--- config.mk ---
export PLATFORM = sky130hd
export DESIGN_NAME = pwm_output_stage
export DESIGN_NICKNAME = d
export VERILOG_FILES = /design/src/rtl/pwm_pkg.sv /design/src/rtl/pwm_timebase.sv /design/src/rtl/pwm_output_stage.sv
export SDC_FILE = /design/constraint.sdc
export NUM_CORES = 1
export LEC_CHECK = 0
export ABC_AREA = 0
export ABC_CLOCK_PERIOD_IN_PS = 4320
export CAP_MARGIN = 15
export CELL_PAD_IN_SITES_DETAIL_PLACEMENT = 1
export CELL_PAD_IN_SITES_GLOBAL_PLACEMENT = 1
export CORE_ASPECT_RATIO = 0.6
export CORE_MARGIN = 3
export CORE_UTILIZATION = 34
export DETAILED_ROUTE_END_ITERATION = 12
export GPL_ROUTABILITY_DRIVEN = 0
export MAX_ROUTING_LAYER = met4
export PLACE_DENSITY = 0.87
export SYNTH_ARGS = -nofsm -noshare
export SYNTH_HDL_FRONTEND = slang
export SYNTH_SLANG_ARGS = --single-unit
--- constraint.sdc ---
create_clock -name clk -period 4.32 [get_ports clk]
set_clock_uncertainty 0.05 [all_clocks]
set_input_delay 0.864 -clock clk [delete_from_list [all_inputs] [get_ports clk]]
set_output_delay 0.864 -clock clk [all_outputs]
set_load 0.02 [all_outputs]
--- src/rtl/pwm_pkg.sv ---
// Shared definitions for the PWM output stage.
//   pwm_state_t : timebase FSM encoding (IDLE = 1'b0, RUN = 1'b1)
//   PWM_CNT_W   : width of the PWM period counter
//   PWM_CNT_MAX : last counter value before wrap
//   DUTY_FULL   : duty value that means "always high"
package pwm_pkg;

    typedef enum logic {
        IDLE = 1'b0,
        RUN  = 1'b1
    } pwm_state_t;

    localparam int                   PWM_CNT_W   = 8;
    localparam logic [PWM_CNT_W-1:0] PWM_CNT_MAX = 8'hFF;
    localparam logic [PWM_CNT_W-1:0] DUTY_FULL   = 8'hFF;

endpackage

--- src/rtl/pwm_timebase.sv ---
// PWM timebase: prescaler, 8-bit period counter, IDLE/RUN FSM and the
// period-aligned duty shadow register.
//
// state | meaning
// ------+-----------------------------------------------------------
// IDLE  | no pin in PWM mode; prescaler/cnt held at 0, duty tracked
// RUN   | counting; duty shadow reloaded only at the period wrap
//
// Ports:
//   clk, rst_n     : clock, synchronous active-low reset
//   en_pwm_any     : at least one pin selects PWM mode
//   pwm_duty_cycle : requested duty (unshadowed)
//   cnt            : current PWM counter value
//   duty_shadow    : duty value in effect for the current period
//   period_start   : one-clk pulse aligned with the first cnt==0 cycle
module pwm_timebase
    import pwm_pkg::*;
#(
    parameter int CLK_DIV = 13
) (
    input  logic                 clk,
    input  logic                 rst_n,
    input  logic                 en_pwm_any,
    input  logic [PWM_CNT_W-1:0] pwm_duty_cycle,
    output logic [PWM_CNT_W-1:0] cnt,
    output logic [PWM_CNT_W-1:0] duty_shadow,
    output logic                 period_start
);

    localparam int                 PRESC_W    = $clog2(CLK_DIV + 1);
    localparam logic [PRESC_W-1:0] PRESC_LAST = PRESC_W'(CLK_DIV - 1);

    pwm_state_t         state;
    pwm_state_t         state_nxt;
    logic [PRESC_W-1:0] presc;
    logic               tick;
    logic               wrap;

    // State register
    always_ff @(posedge clk) begin
        if (!rst_n) begin
            state <= IDLE;
        end else begin
            state <= state_nxt;
        end
    end

    // Next-state logic
    always_comb begin
        state_nxt = state;
        case (state)
            IDLE:    if (en_pwm_any)  state_nxt = RUN;
            RUN:     if (!en_pwm_any) state_nxt = IDLE;
            default: state_nxt = IDLE;
        endcase
    end

    // Output / decode logic. The prescaler sits at 0 in IDLE, which would
    // look like a tick when CLK_DIV==1, so tick is qualified with RUN.
    always_comb begin
        tick = 1'b0;
        wrap = 1'b0;
        if (state == RUN) begin
            tick = (presc == PRESC_LAST);
            wrap = tick && (cnt == PWM_CNT_MAX);
        end
    end

    // Datapath registers
    always_ff @(posedge clk) begin
        if (!rst_n) begin
            presc        <= '0;
            cnt          <= '0;
            duty_shadow  <= '0;
            period_start <= 1'b0;
        end else begin
            // Depends only on pre-edge state, so it still pulses when
            // PWM mode is dropped on the wrap edge.
            period_start <= wrap;
            if (state == IDLE) begin
                presc       <= '0;
                cnt         <= '0;
                duty_shadow <= pwm_duty_cycle;
            end else begin
                if (wrap) begin
                    duty_shadow <= pwm_duty_cycle;
                end
                if (!en_pwm_any) begin
                    presc <= '0;
                    cnt   <= '0;
                end else if (tick) begin
                    presc <= '0;
                    cnt   <= cnt + PWM_CNT_W'(1);
                end else begin
                    presc <= presc + PRESC_W'(1);
                end
            end
        end
    end

endmodule

--- src/rtl/pwm_output_stage.sv ---
// PWM output stage: drives 16 user pins from the SPI register outputs.
// Each pin is low (output disabled), static high (enabled, not PWM) or
// follows the shared PWM waveform. Pin drive is registered.
//
// Ports:
//   clk, rst_n          : clock, synchronous active-low reset
//   en_reg_out_7_0/15_8 : output enables, pins 7..0 / 15..8
//   en_reg_pwm_7_0/15_8 : PWM-mode selects, pins 7..0 / 15..8
//   pwm_duty_cycle      : requested duty 0x00..0xFF
//   out                 : pin drive, bit i = pin i
//   period_start        : one-clk pulse at each PWM period wrap
module pwm_output_stage
    import pwm_pkg::*;
#(
    parameter int CLK_DIV = 13
) (
    input  logic        clk,
    input  logic        rst_n,
    input  logic [7:0]  en_reg_out_7_0,
    input  logic [7:0]  en_reg_out_15_8,
    input  logic [7:0]  en_reg_pwm_7_0,
    input  logic [7:0]  en_reg_pwm_15_8,
    input  logic [7:0]  pwm_duty_cycle,
    output logic [15:0] out,
    output logic        period_start
);

    logic [15:0]          en_out;
    logic [15:0]          en_pwm;
    logic [PWM_CNT_W-1:0] cnt;
    logic [PWM_CNT_W-1:0] duty_shadow;
    logic                 pwm_level;
    logic [15:0]          out_nxt;

    assign en_out = {en_reg_out_15_8, en_reg_out_7_0};
    assign en_pwm = {en_reg_pwm_15_8, en_reg_pwm_7_0};

    pwm_timebase #(
        .CLK_DIV (CLK_DIV)
    ) u_timebase (
        .clk            (clk),
        .rst_n          (rst_n),
        .en_pwm_any     (|en_pwm),
        .pwm_duty_cycle (pwm_duty_cycle),
        .cnt            (cnt),
        .duty_shadow    (duty_shadow),
        .period_start   (period_start)
    );

    // Full-scale duty is forced high so 0xFF means 100%, not 255/256.
    assign pwm_level = (duty_shadow == DUTY_FULL) || (cnt < duty_shadow);

    always_comb begin
        out_nxt = en_out & (~en_pwm | {16{pwm_level}});
    end

    always_ff @(posedge clk) begin
        if (!rst_n) begin
            out <= 16'h0000;
        end else begin
            out <= out_nxt;
        end
    end

endmodule
# Yosys cells after proc, flatten, opt, wreduce, memory -nomap -nowiden
# Index checks and enable logic that the tools add are counted.
[totals] register_bits=38 latch_bits=0 ramBits=0 romBits=0 in_bits=42 out_inout_bits=17 elab_cells=29 memories=0
[classes] addsub=2 n_mul=0 div_mod_pow=0 magnitude_cmp=1 eq_ne=4 n_shift=0 muxes=5 bitwise_logic=6 n_reduce_logical=5
[ops] cell="bitwise AND 16 bit" n=1
[ops] cell="equality test 8 bit (second input constant)" n=2
[ops] cell="2-to-1 mux 8 bit" n=2
[ops] cell="inverter 16 bit" n=1
[ops] cell="bitwise OR 16 bit" n=1
[ops] cell="OR reduction 16 bit" n=1
[ops] cell="adder 8 x 1 -> 8 bit (second input constant)" n=1
[ops] cell="< comparator 8 bit" n=1
[ops] cell="adder 4 x 1 -> 4 bit (second input constant)" n=1
[ops] cell="equality test 4 bit (second input constant)" n=1
[ops] cell="OR reduction 4 bit" n=1
[ops] cell="2-to-1 mux 1 bit" n=3
[ops] cell="inverter 1 bit" n=3
[ops] cell="AND reduction 3 bit" n=1
[ops] cell="!= test 2 bit (second input constant)" n=1
[ops] cell="logical AND 1 bit" n=1
[ops] cell="logical OR 1 bit" n=1

# Longest topological paths before layout
[depth] word_depth=5 mapped_depth=7 ltp_nobuf=6

# Hierarchy
# A second synthesis with hierarchy kept.
[unflattened] cells_unflattened=218 hier_area_um2=1890.6
[modules_own_cells] mod="pwm_timebase" n_inst=1 cells_each=135 area_per_inst_um2=1102.3 seq_area_each_um2=440.4
[modules_own_cells] mod="pwm_output_stage" n_inst=1 cells_each=83 area_per_inst_um2=788.3 seq_area_each_um2=320.3

# Worst setup path before layout
# Ideal clock, no wire load.
[synth_timing] path_kind="input -> register" from="input port en_reg_pwm_15_8[6]" to="register u_timebase.presc[2]" setup_ps=115 arrival_ps=2175 t_required_ps=4155 slack_ps=1980 cell_stages=4 path_buffers=0 path_cell_list="or4_4 o41ai_4 nand2b_1 nor2_1"
[synth_via] elab_chain_cells=3
[synth_lines] element="start: declaration" line_no="pwm_output_stage.sv:22" text="input logic [7:0] en_reg_pwm_15_8,"
[synth_lines] element="OR reduction 16 bit" line_no="pwm_output_stage.sv:43" text=".en_pwm_any (|en_pwm),"
[synth_lines] element="inverter 1 bit (no source line)"
[synth_lines] element="OR reduction 4 bit (no source line)"
[synth_lines] element="end signal: assignment" line_no="pwm_timebase.sv:95" text="presc <= presc + PRESC_W'(1);"
[synth_lines] element="end: declaration" line_no="pwm_timebase.sv:35" text="logic [PRESC_W-1:0] presc;"
# Every way passes these cells.
# A chain may end at the register's enable or synchronous reset.

# Worst setup path in the final report
[layout_timing] from="input port en_reg_pwm_7_0[6]" to="register u_timebase.presc[2]"
[layout_via] elab_chain_cells=3
[layout_lines] element="start: declaration" line_no="pwm_output_stage.sv:21" text="input logic [7:0] en_reg_pwm_7_0,"
[layout_lines] element="OR reduction 16 bit" line_no="pwm_output_stage.sv:43"
[layout_lines] element="inverter 1 bit (no source line)"
[layout_lines] element="OR reduction 4 bit (no source line)"
# Every way passes these cells.

==> flow_metrics.tcl <==
set metrics [dict create \
    clkSinkCount 38 \
    grt.total_usage_pct 18.67 \
    design.die.area_sq_um 5709 \
    detail_route.vias_per_cell 4.968 \
    leak_nw 0.8957 \
    fmax_ghz 0.3676 \
    power.ir.vdd_worst_v 0.0001541 \
    cts_tree "yes" \
    synth_area_leaders "sky130_fd_sc_hd__dfxtp_1 46%, sky130_fd_sc_hd__ha_1 7.6%, sky130_fd_sc_hd__a21oi_1 6.4%" \
    grt_antenna_before_repair 0 \
    cts_htree_levels 2 \
    worst_setup_hold_path_clk_slew_ns 0.08 \
    gr-total-overflow 0 \
    drt-met1-wl_um 2394 \
    core_area_sq_um 4369 \
    die_height_um 59.74 \
    layout.cells.most_common "sky130_fd_sc_hd__clkdlybuf4s50_1" \
    post_layout_worst_setup_margin_ns 1.599 \
    most_area_hungry_cell_type_in_the_yosys_netlist "sky130_fd_sc_hd__dfxtp_1" \
    finalSetupTns_ns 0 \
    flops_latches_synth 38 \
    worst_ep_required_time_ns 4.46 \
    core.rowCount 18 \
    die_x_um 95.57 \
    synthCells 187 \
    tightest_slew_ns 1.103 \
    port_buffers 58 \
    final_min_period_over_clock_period_pct 62.98 \
    period_minus_ws_final_ns 2.721 \
    number_of_endpoints_with_negative_hold_slack_in_the_final_report 0 \
    yosysWarningCount 0 \
    met3WireLength_um 313 \
    synth.avg_cell_area_sq_um 8.752 \
    syn-cell-area_sq_um 1637 \
    synth.yosys.seq_area_share_pct 46.48 \
    drive_above_1_share_pct 6.048 \
    preCtsSetupSlack_ns 1.293 \
    yosysUniqueCellTypes 31 \
    area_overhead_vs_synth_pct 45.11 \
    cp.arrival_ns 2.86 \
    initial_core_util_pct 37.46 \
    route.vias.total 1530 \
    grt_pass1_vias 1608 \
    cts_buffers 5 \
    outcome "finished, final reports clean" \
    place_hpwl_um 3729 \
    finalSetupViolCount 0 \
    avgRoutedWirePerCell_um 15.86 \
    grt_pass1_wl_um 7810 \
    most-common-layout-cells "58 x sky130_fd_sc_hd__clkdlybuf4s50_1, 38 x sky130_fd_sc_hd__dfxtp_1, 26 x sky130_fd_sc_hd__nand2_1" \
    clock_tree.root_cell "sky130_fd_sc_hd__clkbuf_8" \
    clkLatencyLatePin_ns 0.29 \
    timing.hold.ws_ns 0.4184 \
    post_cts_hold_buffer_count 0 \
    ios 59 \
    pin_count_of_the_biggest_net_entering_global_routing 36 \
    drt_first_pass_iters 4 \
    final_net_count 299 \
    crit_path_start_kind "input port" \
    route.antenna.remaining_nets 0 \
    timing_worst_setup_path_type "input port to flop" \
    drt_iter0_drc 44 \
    highest-signal-layer "met4" \
    timing.final.max_slew_violations 0 \
    critical_path_peak_fanout 10 \
    synth.net_count 239 \
    max-clock-path-buffers 2 \
    setup_repair_after_global_routing_missed_its_margin "false" \
    yosysTopAreaCellShare_pct 46.48 \
    diodes 0 \
    worstHoldPathCells 2 \
    reg2reg_depth 6 \
    drt-total-wl_um 4884 \
    power_density_nw_per_um2 316.5 \
    maxSlewHeadroom_pct 26.49 \
    worst_hold_path_type "flop to flop" \
    post_cts.repair.setup_buffers 0 \
    max_cap_violations 0 \
    met2_length_um 2140 \
    end_kind "flop" \
    post-route-drc-count 0 \
    n_fill_cell 514 \
    ctsResizeCount 0 \
]
==> final timing paths <==
kind	start	endpoint	slack (ns)
worst max-delay path	en_reg_pwm_7_0[6]	u_timebase.presc[2]	1.60
worst min-delay path	u_timebase.duty_shadow[2]	u_timebase.duty_shadow[2]	0.42
worst max register to register	u_timebase.duty_shadow[6]	out[13]	1.93
worst min register to register	u_timebase.duty_shadow[2]	u_timebase.duty_shadow[2]	0.42
==> sequential cells by signal (all words and copies together), names as in the netlist <==
register and flops:
u_timebase.cnt 8, u_timebase.period_start 1, u_timebase.state 1, u_timebase.duty_shadow 8, out 16, u_timebase.presc 4
==> report_power, final <==
| part | switching, mW | total (mW) | leakage (nW) | internal [mW] |
|---|---|---|---|---|
| Sequential | 0.00766 | 0.373 | 0.312 | 0.366 |
| Combinational | 0.0554 | 0.121 | 0.536 | 0.0658 |
| Clock | 0.129 | 0.257 | 0.0472 | 0.128 |
==> cells by family after synthesis <==
family / Yosys count / synth area share, %
simple gates: 71 / 20.87
compound gates: 41 / 16.51
flops: 38 / 46.48
buf+inv: 20 / 4.663
fa+ha+maj: 10 / 7.645
xor+xnor: 6 / 3.211
mux: 1 / 0.6116
==> per-stage QoR <==
step                instances  power (mW)  utilization (%)  instance area, sq um
floorplan                 187      0.4306                -                  1637
global placement          300      0.4987            52.18                  2280
detailed placement        300      0.5029            52.18                  2280
CTS                       308      0.7579            54.35                  2375
global route              308      0.7870            54.35                  2375
finish                    308      0.7517            54.35                  2375
==> per-layer routing <==
layer / up-vias / GRT usage, %
li1: 766 / -
met1: 721 / 24.14
met2: 39 / 27.67
met3: 4 / 5.660
met4: 0 / 6.680
met5: - / -
==> worst max-delay path: stages <==
cell and delay [ns]:
sky130_fd_sc_hd__clkdlybuf4s50_1 0.44, sky130_fd_sc_hd__or4_1 0.62, sky130_fd_sc_hd__o41ai_4 0.63, sky130_fd_sc_hd__nand2b_1 0.23
sky130_fd_sc_hd__nor2_1 0.06
==> final cells by class <==
type	instances	area (sq um)	area share (%)
well taps	60	75.07	3.161
repair buffers	60	595.6	25.08
flip-flops and latches	38	760.7	32.03
multi-input cells	129	799.5	33.67
clock inverters	2	12.51	0.5269
inverters	13	48.80	2.055
clock buffers	6	82.58	3.477
==> cell usage after synthesis <==
library cell                number
sky130_fd_sc_hd__nand2_1        26
sky130_fd_sc_hd__nor2_1         14
sky130_fd_sc_hd__or4_4           2
sky130_fd_sc_hd__and2_1          1
sky130_fd_sc_hd__nand2b_1        2
sky130_fd_sc_hd__xor2_1          1
sky130_fd_sc_hd__nand3_1        12
sky130_fd_sc_hd__a41o_1          1
sky130_fd_sc_hd__o21ai_1         9
sky130_fd_sc_hd__clkbuf_1        6
sky130_fd_sc_hd__dfxtp_1        38
sky130_fd_sc_hd__inv_1          13
sky130_fd_sc_hd__and4_1          1
sky130_fd_sc_hd__o41a_1          1
sky130_fd_sc_hd__mux2i_1         1
sky130_fd_sc_hd__o41ai_2         1
sky130_fd_sc_hd__nor3_1          3
sky130_fd_sc_hd__o32ai_2         1
sky130_fd_sc_hd__nand4_1         4
sky130_fd_sc_hd__a2111oi_0       1
sky130_fd_sc_hd__ha_1           10
sky130_fd_sc_hd__xnor2_1         5
sky130_fd_sc_hd__a21o_1          1
sky130_fd_sc_hd__or4_1           3
sky130_fd_sc_hd__o21ai_0         3
sky130_fd_sc_hd__o21a_1          1
sky130_fd_sc_hd__or3_1           2
sky130_fd_sc_hd__and3_1          1
sky130_fd_sc_hd__a21oi_1        21
sky130_fd_sc_hd__o41ai_4         1
sky130_fd_sc_hd__buf_2           1
Note: power is estimated with default switching activity, not from simulation.
